### config.mk
export PLATFORM = sky130hd
export DESIGN_NAME = add_arb
export DESIGN_NICKNAME = d
export VERILOG_FILES = /design/src/rtl/add_arb_pkg.sv /design/src/rtl/add_arb_rr_pick.sv /design/src/rtl/add_arb.sv
export SDC_FILE = /design/constraint.sdc
export NUM_CORES = 1
export LEC_CHECK = 0
export BUFFER_PORTS_ARGS = -buffer_cell sky130_fd_sc_hd__buf_2
export CORE_AREA = 2 2 121 123
export DETAILED_ROUTE_END_ITERATION = 7
export DIE_AREA = 0 0 123 125
export PLACE_DENSITY = 0.78
export SETUP_SLACK_MARGIN = 0.15
export SYNTH_ARGS = -nofsm -noshare
export SYNTH_HDL_FRONTEND = slang
export SYNTH_SLANG_ARGS = --single-unit
### constraint.sdc
create_clock -name clk -period 6.3 [get_ports clk]
set_input_delay 1.26 -clock clk [delete_from_list [all_inputs] [get_ports clk]]
set_output_delay 1.26 -clock clk [all_outputs]
set_load 0.005 [all_outputs]
### src/rtl/add_arb_pkg.sv
// Shared types and constants for the add_arb shared-adder arbiter and its
// reusable cyclic priority picker.
package add_arb_pkg;

    // Arbiter state: IDLE re-arbitrates every beat, LOCKED holds a packet owner.
    typedef enum logic [0:0] {
        IDLE   = 1'b0,
        LOCKED = 1'b1
    } arb_state_t;

    // Width of the end-of-transfer tag and the meaning of each bit.
    localparam int W_EOT   = 2;
    localparam int EOT_ROW = 0;
    localparam int EOT_WIN = 1;

    // A beat closes its packet when either end-of-row or end-of-window is set.
    function automatic logic eot_is_end(input logic [W_EOT-1:0] eot);
        return eot[EOT_ROW] | eot[EOT_WIN];
    endfunction

endpackage

### src/rtl/add_arb_rr_pick.sv
// Combinational cyclic priority picker: first asserted request found when
// scanning from ptr upward, wrapping at N_REQ-1 back to 0.
module rr_pick
    import add_arb_pkg::*;
#(
    parameter int N_REQ = 4,
    parameter int W_ID  = $clog2(N_REQ)
) (
    input  logic [N_REQ-1:0] req,
    input  logic [W_ID-1:0]  ptr,
    output logic [N_REQ-1:0] grant,
    output logic [W_ID-1:0]  grant_idx,
    output logic             any
);

    logic [N_REQ-1:0] grant_s;
    logic [W_ID-1:0]  grant_idx_s;
    logic             any_s;

    // Scan the requests cyclically starting at ptr and keep the first hit.
    always_comb begin
        int             cand;
        logic [W_ID-1:0] cand_idx;
        grant_s     = '0;
        grant_idx_s = '0;
        any_s       = 1'b0;
        cand        = 0;
        cand_idx    = '0;
        for (int k = 0; k < N_REQ; k++) begin
            cand     = (int'(ptr) + k) % N_REQ;
            cand_idx = W_ID'(cand);
            if (!any_s && req[cand_idx]) begin
                any_s             = 1'b1;
                grant_idx_s       = cand_idx;
                grant_s[cand_idx] = 1'b1;
            end else begin
                any_s = any_s;
            end
        end
    end

    assign grant     = grant_s;
    assign grant_idx = grant_idx_s;
    assign any       = any_s;

endmodule

### src/rtl/add_arb.sv
// Shared registered adder stage: round-robin arbitration between N_REQ
// valid/ready requester streams, locked for the duration of a packet, with a
// single output register that passes ready straight through.
module add_arb
    import add_arb_pkg::*;
#(
    parameter  int N_REQ  = 4,
    parameter  int W_DATA = 32,
    localparam int W_ID   = $clog2(N_REQ)
) (
    input  logic                      clk,
    input  logic                      rst,
    input  logic [N_REQ-1:0]          req_valid,
    output logic [N_REQ-1:0]          req_ready,
    input  logic [N_REQ*W_DATA-1:0]   req_a,
    input  logic [N_REQ*W_DATA-1:0]   req_b,
    input  logic [W_EOT*N_REQ-1:0]    req_eot,
    output logic                      dout_valid,
    input  logic                      dout_ready,
    output logic [W_DATA-1:0]         dout_data,
    output logic [W_ID-1:0]           dout_id,
    output logic [W_EOT-1:0]          dout_eot
);

    arb_state_t        state_r;
    logic [W_ID-1:0]   ptr_r;
    logic [W_ID-1:0]   owner_r;

    logic              dout_valid_r;
    logic [W_DATA-1:0] dout_data_r;
    logic [W_ID-1:0]   dout_id_r;
    logic [W_EOT-1:0]  dout_eot_r;

    logic              load_en_s;
    logic [N_REQ-1:0]  pick_grant_s;
    logic [W_ID-1:0]   pick_idx_s;
    logic              pick_any_s;
    logic [N_REQ-1:0]  grant_s;
    logic [W_ID-1:0]   grant_idx_s;
    logic [N_REQ-1:0]  req_ready_s;
    logic              xfer_s;
    logic [W_DATA-1:0] a_sel_s;
    logic [W_DATA-1:0] b_sel_s;
    logic [W_EOT-1:0]  eot_sel_s;
    logic [W_DATA-1:0] sum_s;
    logic              pkt_end_s;

    // Successor of a requester index, wrapping at N_REQ-1.
    function automatic logic [W_ID-1:0] next_idx(input logic [W_ID-1:0] idx);
        if (idx == W_ID'(N_REQ - 1)) begin
            return '0;
        end else begin
            return idx + W_ID'(1);
        end
    endfunction

    rr_pick #(
        .N_REQ (N_REQ),
        .W_ID  (W_ID)
    ) u_pick (
        .req       (req_valid),
        .ptr       (ptr_r),
        .grant     (pick_grant_s),
        .grant_idx (pick_idx_s),
        .any       (pick_any_s)
    );

    // The output register can take a new beat when empty or being drained.
    assign load_en_s = !dout_valid_r || dout_ready;

    // Grant follows the packet owner while locked, otherwise the picker.
    always_comb begin
        grant_s     = '0;
        grant_idx_s = pick_idx_s;
        if (state_r == LOCKED) begin
            grant_s[owner_r] = 1'b1;
            grant_idx_s      = owner_r;
        end else if (pick_any_s) begin
            grant_s = pick_grant_s;
        end else begin
            grant_s = '0;
        end
    end

    // Ready is the grant gated by output space and held low during reset.
    always_comb begin
        if (!rst && load_en_s) begin
            req_ready_s = grant_s;
        end else begin
            req_ready_s = '0;
        end
    end

    assign xfer_s    = |(req_valid & req_ready_s);
    assign a_sel_s   = req_a[int'(grant_idx_s) * W_DATA +: W_DATA];
    assign b_sel_s   = req_b[int'(grant_idx_s) * W_DATA +: W_DATA];
    assign eot_sel_s = req_eot[int'(grant_idx_s) * W_EOT +: W_EOT];
    assign sum_s     = a_sel_s + b_sel_s;
    assign pkt_end_s = eot_is_end(eot_sel_s);

    // Output register and arbitration state machine, updated together.
    always_ff @(posedge clk) begin
        if (rst) begin
            state_r      <= IDLE;
            ptr_r        <= '0;
            owner_r      <= '0;
            dout_valid_r <= 1'b0;
            dout_data_r  <= '0;
            dout_id_r    <= '0;
            dout_eot_r   <= '0;
        end else begin
            if (load_en_s) begin
                dout_valid_r <= xfer_s;
                if (xfer_s) begin
                    dout_data_r <= sum_s;
                    dout_id_r   <= grant_idx_s;
                    dout_eot_r  <= eot_sel_s;
                end else begin
                    dout_data_r <= dout_data_r;
                    dout_id_r   <= dout_id_r;
                    dout_eot_r  <= dout_eot_r;
                end
            end else begin
                dout_valid_r <= dout_valid_r;
            end

            case (state_r)
                IDLE: begin
                    if (xfer_s && pkt_end_s) begin
                        ptr_r <= next_idx(grant_idx_s);
                    end else if (xfer_s) begin
                        state_r <= LOCKED;
                        owner_r <= grant_idx_s;
                    end else begin
                        state_r <= IDLE;
                    end
                end
                LOCKED: begin
                    if (xfer_s && pkt_end_s) begin
                        state_r <= IDLE;
                        ptr_r   <= next_idx(owner_r);
                    end else begin
                        state_r <= LOCKED;
                    end
                end
                default: begin
                    state_r <= IDLE;
                    ptr_r   <= '0;
                end
            endcase
        end
    end

    assign req_ready  = req_ready_s;
    assign dout_valid = dout_valid_r;
    assign dout_data  = dout_data_r;
    assign dout_id    = dout_id_r;
    assign dout_eot   = dout_eot_r;

endmodule

=== Word level (Yosys, flattened, before mapping) ===
Index checks and enable logic that the tools add are counted.

* Bits in registers: 42
* Input bits: 271
* Logic and storage cells: 100
* Memory bits (writable): 0
* Memories kept: 0
* Output and inout port bits: 41
* Bits in latches: 0
* ROM bits: 0

* Divide/modulo/power cells: 0
* $add $sub $neg: 6
* Multiply operators: 0
* Shift-type cells: 3
* Bitwise logic cells: 7
* Magnitude comparators: 10
* Equality and inequality tests: 4
* Reduce and logical (&&, ||, !) cells: 20
* Muxes and demuxes: 43

{| class="wikitable"
|+ Operator list
! kind !! count
|-
| $shiftx 128x8->32 || 2
|-
| $add 32x32->32 || 1
|-
| $mux 4 || 7
|-
| $mux 2 || 9
|-
| $mux 1 || 16
|-
| $lt 2x3->1 const B || 5
|-
| $or 4x4->4 || 3
|-
| $demux 1 s2 || 5
|-
| $ge 2x1->1 const B || 5
|-
| $logic_and 1x1->1 || 10
|-
| $bmux 1 s2 || 4
|-
| $shiftx 8x4->2 || 1
|-
| $add 2x1->2 const B || 3
|-
| $logic_not 1->1 || 5
|-
| $add 2x2->2 const B || 2
|-
| $and 4x4->4 || 1
|-
| $eq 2x2->1 const B || 2
|-
| $pmux 2 s2 || 1
|-
| $reduce_and 2->1 || 2
|-
| $reduce_or 4->1 || 1
|-
| $reduce_and 3->1 || 1
|-
| $ne 2x1->1 const B || 1
|-
| $ne 2x2->1 const B || 1
|-
| $not 1->1 || 2
|-
| other kinds (3) || 3
|}

=== Longest topological paths before layout ===
* Depth after elaboration: 20
* Mapped depth: 23
* Gate-level depth less buffers: 19

=== Modules after synthesis ===
From an unflattened synthesis, not the netlist that was laid out.

* Cell total of the unflattened synthesis: 583
* Area, all modules: 5365.1 sq um

{| class="wikitable"
|+ Modules (own cells, without submodules)
! module !! cells an instance !! area an instance (sq um) !! instances !! seq. area each (sq um)
|-
| add_arb || 538 || 4943.5 || 1 || 840.8
|-
| rr_pick || 45 || 421.7 || 1 || 0.0
|}

=== Worst setup path before layout ===
Ideal clock, no wire load.

* Kind: input to register
* Start: input port req_valid[1]
* End: register dout_data_r[27], in the netlist dout_data[27]
* Setup slack: 0.853 ns
* Path buffers: 6
* Data required time: 6.177 ns
* Cell stages on the path: 21
* Arrival: 5.324 ns
* Library setup time: 0.123 ns
* Cell sequence: buf_6 clkbuf_1 mux2_2 a22oi_1 nand4_1 o21ai_0 buf_2 buf_2 buf_2 nand2_1 a31oi_1 ha_1 clkbuf_1 a21o_1 a21oi_1 a21bo_2 a211o_1 a211oi_1 o21ai_0 xnor2_1 o21ai_0

* Word-level cells in the longest chain between the ends: 18
* Elaborated cells on any way between the ends: 39

{| class="wikitable"
|+ Ends and longest elaborated chain
! element !! RTL line !! RTL
|-
| from (decl) || add_arb.sv:13 || <nowiki>input logic [N_REQ-1:0] req_valid,</nowiki>
|-
| parallel branches: the longest is 18 deep, another holds $bmux 1 s2 || - ||
|-
| to (signal assigned) || add_arb.sv:115 || <nowiki>dout_data_r <= sum_s;</nowiki>
|-
| to (signal assigned) || add_arb.sv:119 || <nowiki>dout_data_r <= dout_data_r;</nowiki>
|-
| to (decl) || add_arb.sv:30 || <nowiki>logic [W_DATA-1:0] dout_data_r;</nowiki>
|}

Several ways; the timed one is not identified. The select of a mux whose other input is x is not followed.
A chain may end at the register's enable or synchronous reset.

=== Final worst setup path ===
* Start: input port req_valid[1]
* End: register dout_data_r[28], in the netlist dout_data[28]

The elaborated chain is that of the path after synthesis.

==> flow_summary.yaml <==
run_status:
  outcome: "completed"
cts:
  clockRootBuffer: "sky130_fd_sc_hd__clkbuf_16"
  clock_insertion_delay_worst_skew_ns: 0.29
  post_cts_buffers: 0
  clock_sink_count: 42
  cts-buffers-inserted: 5
  cts_repair_resize_count: 0
  htree_num_levels: 2
  cts.clk_slew.worst_paths_ns: 0.06
  cts_hold_buffers: 0
  tritoncts: "done"
  clock_tree.buffer_depth: 2
sta:
  setup_repair_after_global_routing_missed_its_margin: "no"
  final_critical_path_setup_slack_ns: 0.624
  final_period_minus_worst_setup_slack_ns: 5.68
  timing.final.max_slew_violations: 0
  relSlewSlack_pct: 46.4
  worst_pin_slew_ns: 0.803
  final_hold_viol_count: 0
  timing.fmax_ghz: 0.176
  final.period_utilization_pct: 90.1
  fin_setup_tns_ns: 0
  fin_worst_skew_ns: 0.0109
  setup_viol: 0
synthesis:
  syn_area_per_cell_sq_um: 6.79
  synth_area_sq_um: 6230
  gate_count_post_synth: 917
  synth-edff-count: 0
  synth.net_count: 1232
  synthMostInstantiatedCell: "sky130_fd_sc_hd__nand2_1"
  synth_async_reset_ratio_pct: 0
  synthesized_flop_and_latch_total: 42
  yosys.cell_types.count: 69
  synthDominantCellAreaShare_pct: 13.5
  yosys-top-cells-area: "sky130_fd_sc_hd__dfxtp_1, sky130_fd_sc_hd__nand2_1, sky130_fd_sc_hd__a211oi_1"
  synth.largest_area_cell: "sky130_fd_sc_hd__dfxtp_1"
  seq_area_frac_synth_pct: 13.5
  synth_top_flop_cell: "sky130_fd_sc_hd__dfxtp_1"
  netlist_top_cells_count: "sky130_fd_sc_hd__nand2_1, sky130_fd_sc_hd__a211oi_1, sky130_fd_sc_hd__a31oi_1"
  synth-warning-count: 0
floorplan:
  initial_core_util_pct: 43.8
  num_io_pins: 312
  die_y_um: 125
  die_w_um: 123
  dieArea_sq_um: 15400
  rows: 44
  core_outline_area_sq_um: 14200
drt:
  drcViolationCount: 0
  antenna_left: 0
  wirelength_um: 22300
  detailedRoute.firstPassIterationCount: 5
  detailroute.via_count: 7810
  number_of_drc_markers_in_iteration_0: 555
  route.detailed.wl_per_inst_um: 16.4
  mean_number_of_vias_per_cell: 5.72
critical_path:
  cp_data_arrival_time_ns: 5.86
  critical_path.endpoint_type: "flop"
  crit_path_top_delay_cell: "sky130_fd_sc_hd__fa_1"
  cp-start-kind: "input port"
  cells_along_the_critical_path: "buf_2, or3b_1, a211o_1, nand4_1, o21ai_4, buf_12, and2_1, a211oi_1, a31oi_1, ha_1, fa_1, a21oi_1, o211ai_1, a2111oi_0, nor2_1, nor2_1, o21a_1, o311ai_0, o21a_1"
  cp.required_ns: 6.48
  timing.critical_path.slowest_cell_delay_ns: 0.42
  criticalPathCategory: "in2reg"
  number_of_cells_traversed_by_the_worst_register_to_register_path: 19
  worst_r2r_startpoint: "ptr_r[0]"
  worst_setup_path_startpoint: "req_valid[1]"
  critPathMaxFanout: 91
global_route:
  grt_pass1_vias: 7123
  global_route.usage.total_pct: 28.0
  pin_count_of_the_biggest_net_entering_global_routing: 93
  grt_overflow_total: 0
  grt_antenna_before_repair: 0
  wire_length_of_the_first_global_routing_pass_um: 34900
placed_design:
  dpl.hpwl_um: 17900
  dpl.cell_count: 1355
  preCtsSetupSlack_ns: 0.426
  place_congestion: 0.994
  io_buffer_count: 311
flow_run:
  drv.max_cap_violation_count: 0
layout:
  filler_cell_count: 1373
  flow.area_growth_from_synthesis_pct: 28.7
  finish.cell_count_without_fillers: 1365
  ratio_of_cells_with_drive_above_1_in_the_final_layout_pct: 29.6
  finalCoreUtilization_pct: 56.4
  design.final.nets: 1493
worst_hold_path:
  hold_depth: 2
  holdCritStartpoint: "dout_data[24]"
  hp-class: "reg2reg"
stage by stage:
stage	hold slack, ns	area, sq um
after floorplan	0.448	6230
after global placement	0.437	7860
after detailed placement	0.446	7860
after CTS	0.453	8010
after global routing	0.484	8010
final	0.450	8010
path summary, 6_finish.rpt:
check	slack (ns)	endpoint
worst min-delay path	0.45	dout_data[24]
worst min register to register	0.45	dout_data[24]
worst max register to register	0.69	dout_data[28]
worst max-delay path	0.62	dout_data[28]
layout make-up:
cell class / instances / area (sq um) / area share, %
Multi-Input combinational cell: 781 / 5010 / 62.5
Timing Repair Buffer: 324 / 1690 / 21.1
Antenna cell: 2 / 5.00 / 0.0625
Tap cell: 184 / 230 / 2.87
Inverter: 24 / 92.6 / 1.16
Sequential cell: 42 / 841 / 10.5
Clock inverter: 3 / 18.8 / 0.234
Clock buffer: 5 / 125 / 1.56
layout by cell type, fill, tap and decap left out, types with 23 or more instances in the layout:
master and n:
sky130_fd_sc_hd__o21ai_0 26, sky130_fd_sc_hd__a31oi_1 67, sky130_fd_sc_hd__inv_1 23, sky130_fd_sc_hd__buf_2 311, sky130_fd_sc_hd__xnor2_1 25, sky130_fd_sc_hd__ha_1 43, sky130_fd_sc_hd__and2_1 64, sky130_fd_sc_hd__nand2_1 184
sky130_fd_sc_hd__a21oi_1 60, sky130_fd_sc_hd__nor2_1 43, sky130_fd_sc_hd__a211oi_1 76, sky130_fd_sc_hd__dfxtp_1 42
worst max-delay path, delay by kind of cell:
kind                       cells  cell delay, ns
AOI/OAI and AO/OA             10            2.14
and+or+nand+nor                5            1.23
adders and majority gates      2            0.68
buffers and inverters          2            0.49
logic make-up after synthesis:
logic type                 share of synthesized area (%)
and+or+nand+nor                                     27.9
AOI/OAI and AO/OA                                   33.9
buffers and inverters                               6.33
adders and majority gates                           8.96
DFF                                                 13.5
muxes                                               5.57
xor gates and xnor gates                            3.80
sequential cells by signal, indices dropped and copies added, names as in the netlist, named ones only:
| name | cells |
|---|---|
| owner_r | 2 |
| dout_eot | 2 |
| dout_data | 32 |
| dout_id | 2 |
| ptr_r | 2 |
| dout_valid | 1 |
layer usage:
metal	routed length (um)	GRT usage, %	up-vias
met2	10400	45.9	375
met4	469	8.22	0
met5	0	0	-
li1	-	-	3885
met3	1730	5.11	39
met1	9790	37.3	3511
Power is left out: the tool's default activity adds up to more than one toggle a clock period on the data nets, which glitch-free logic cannot reach.
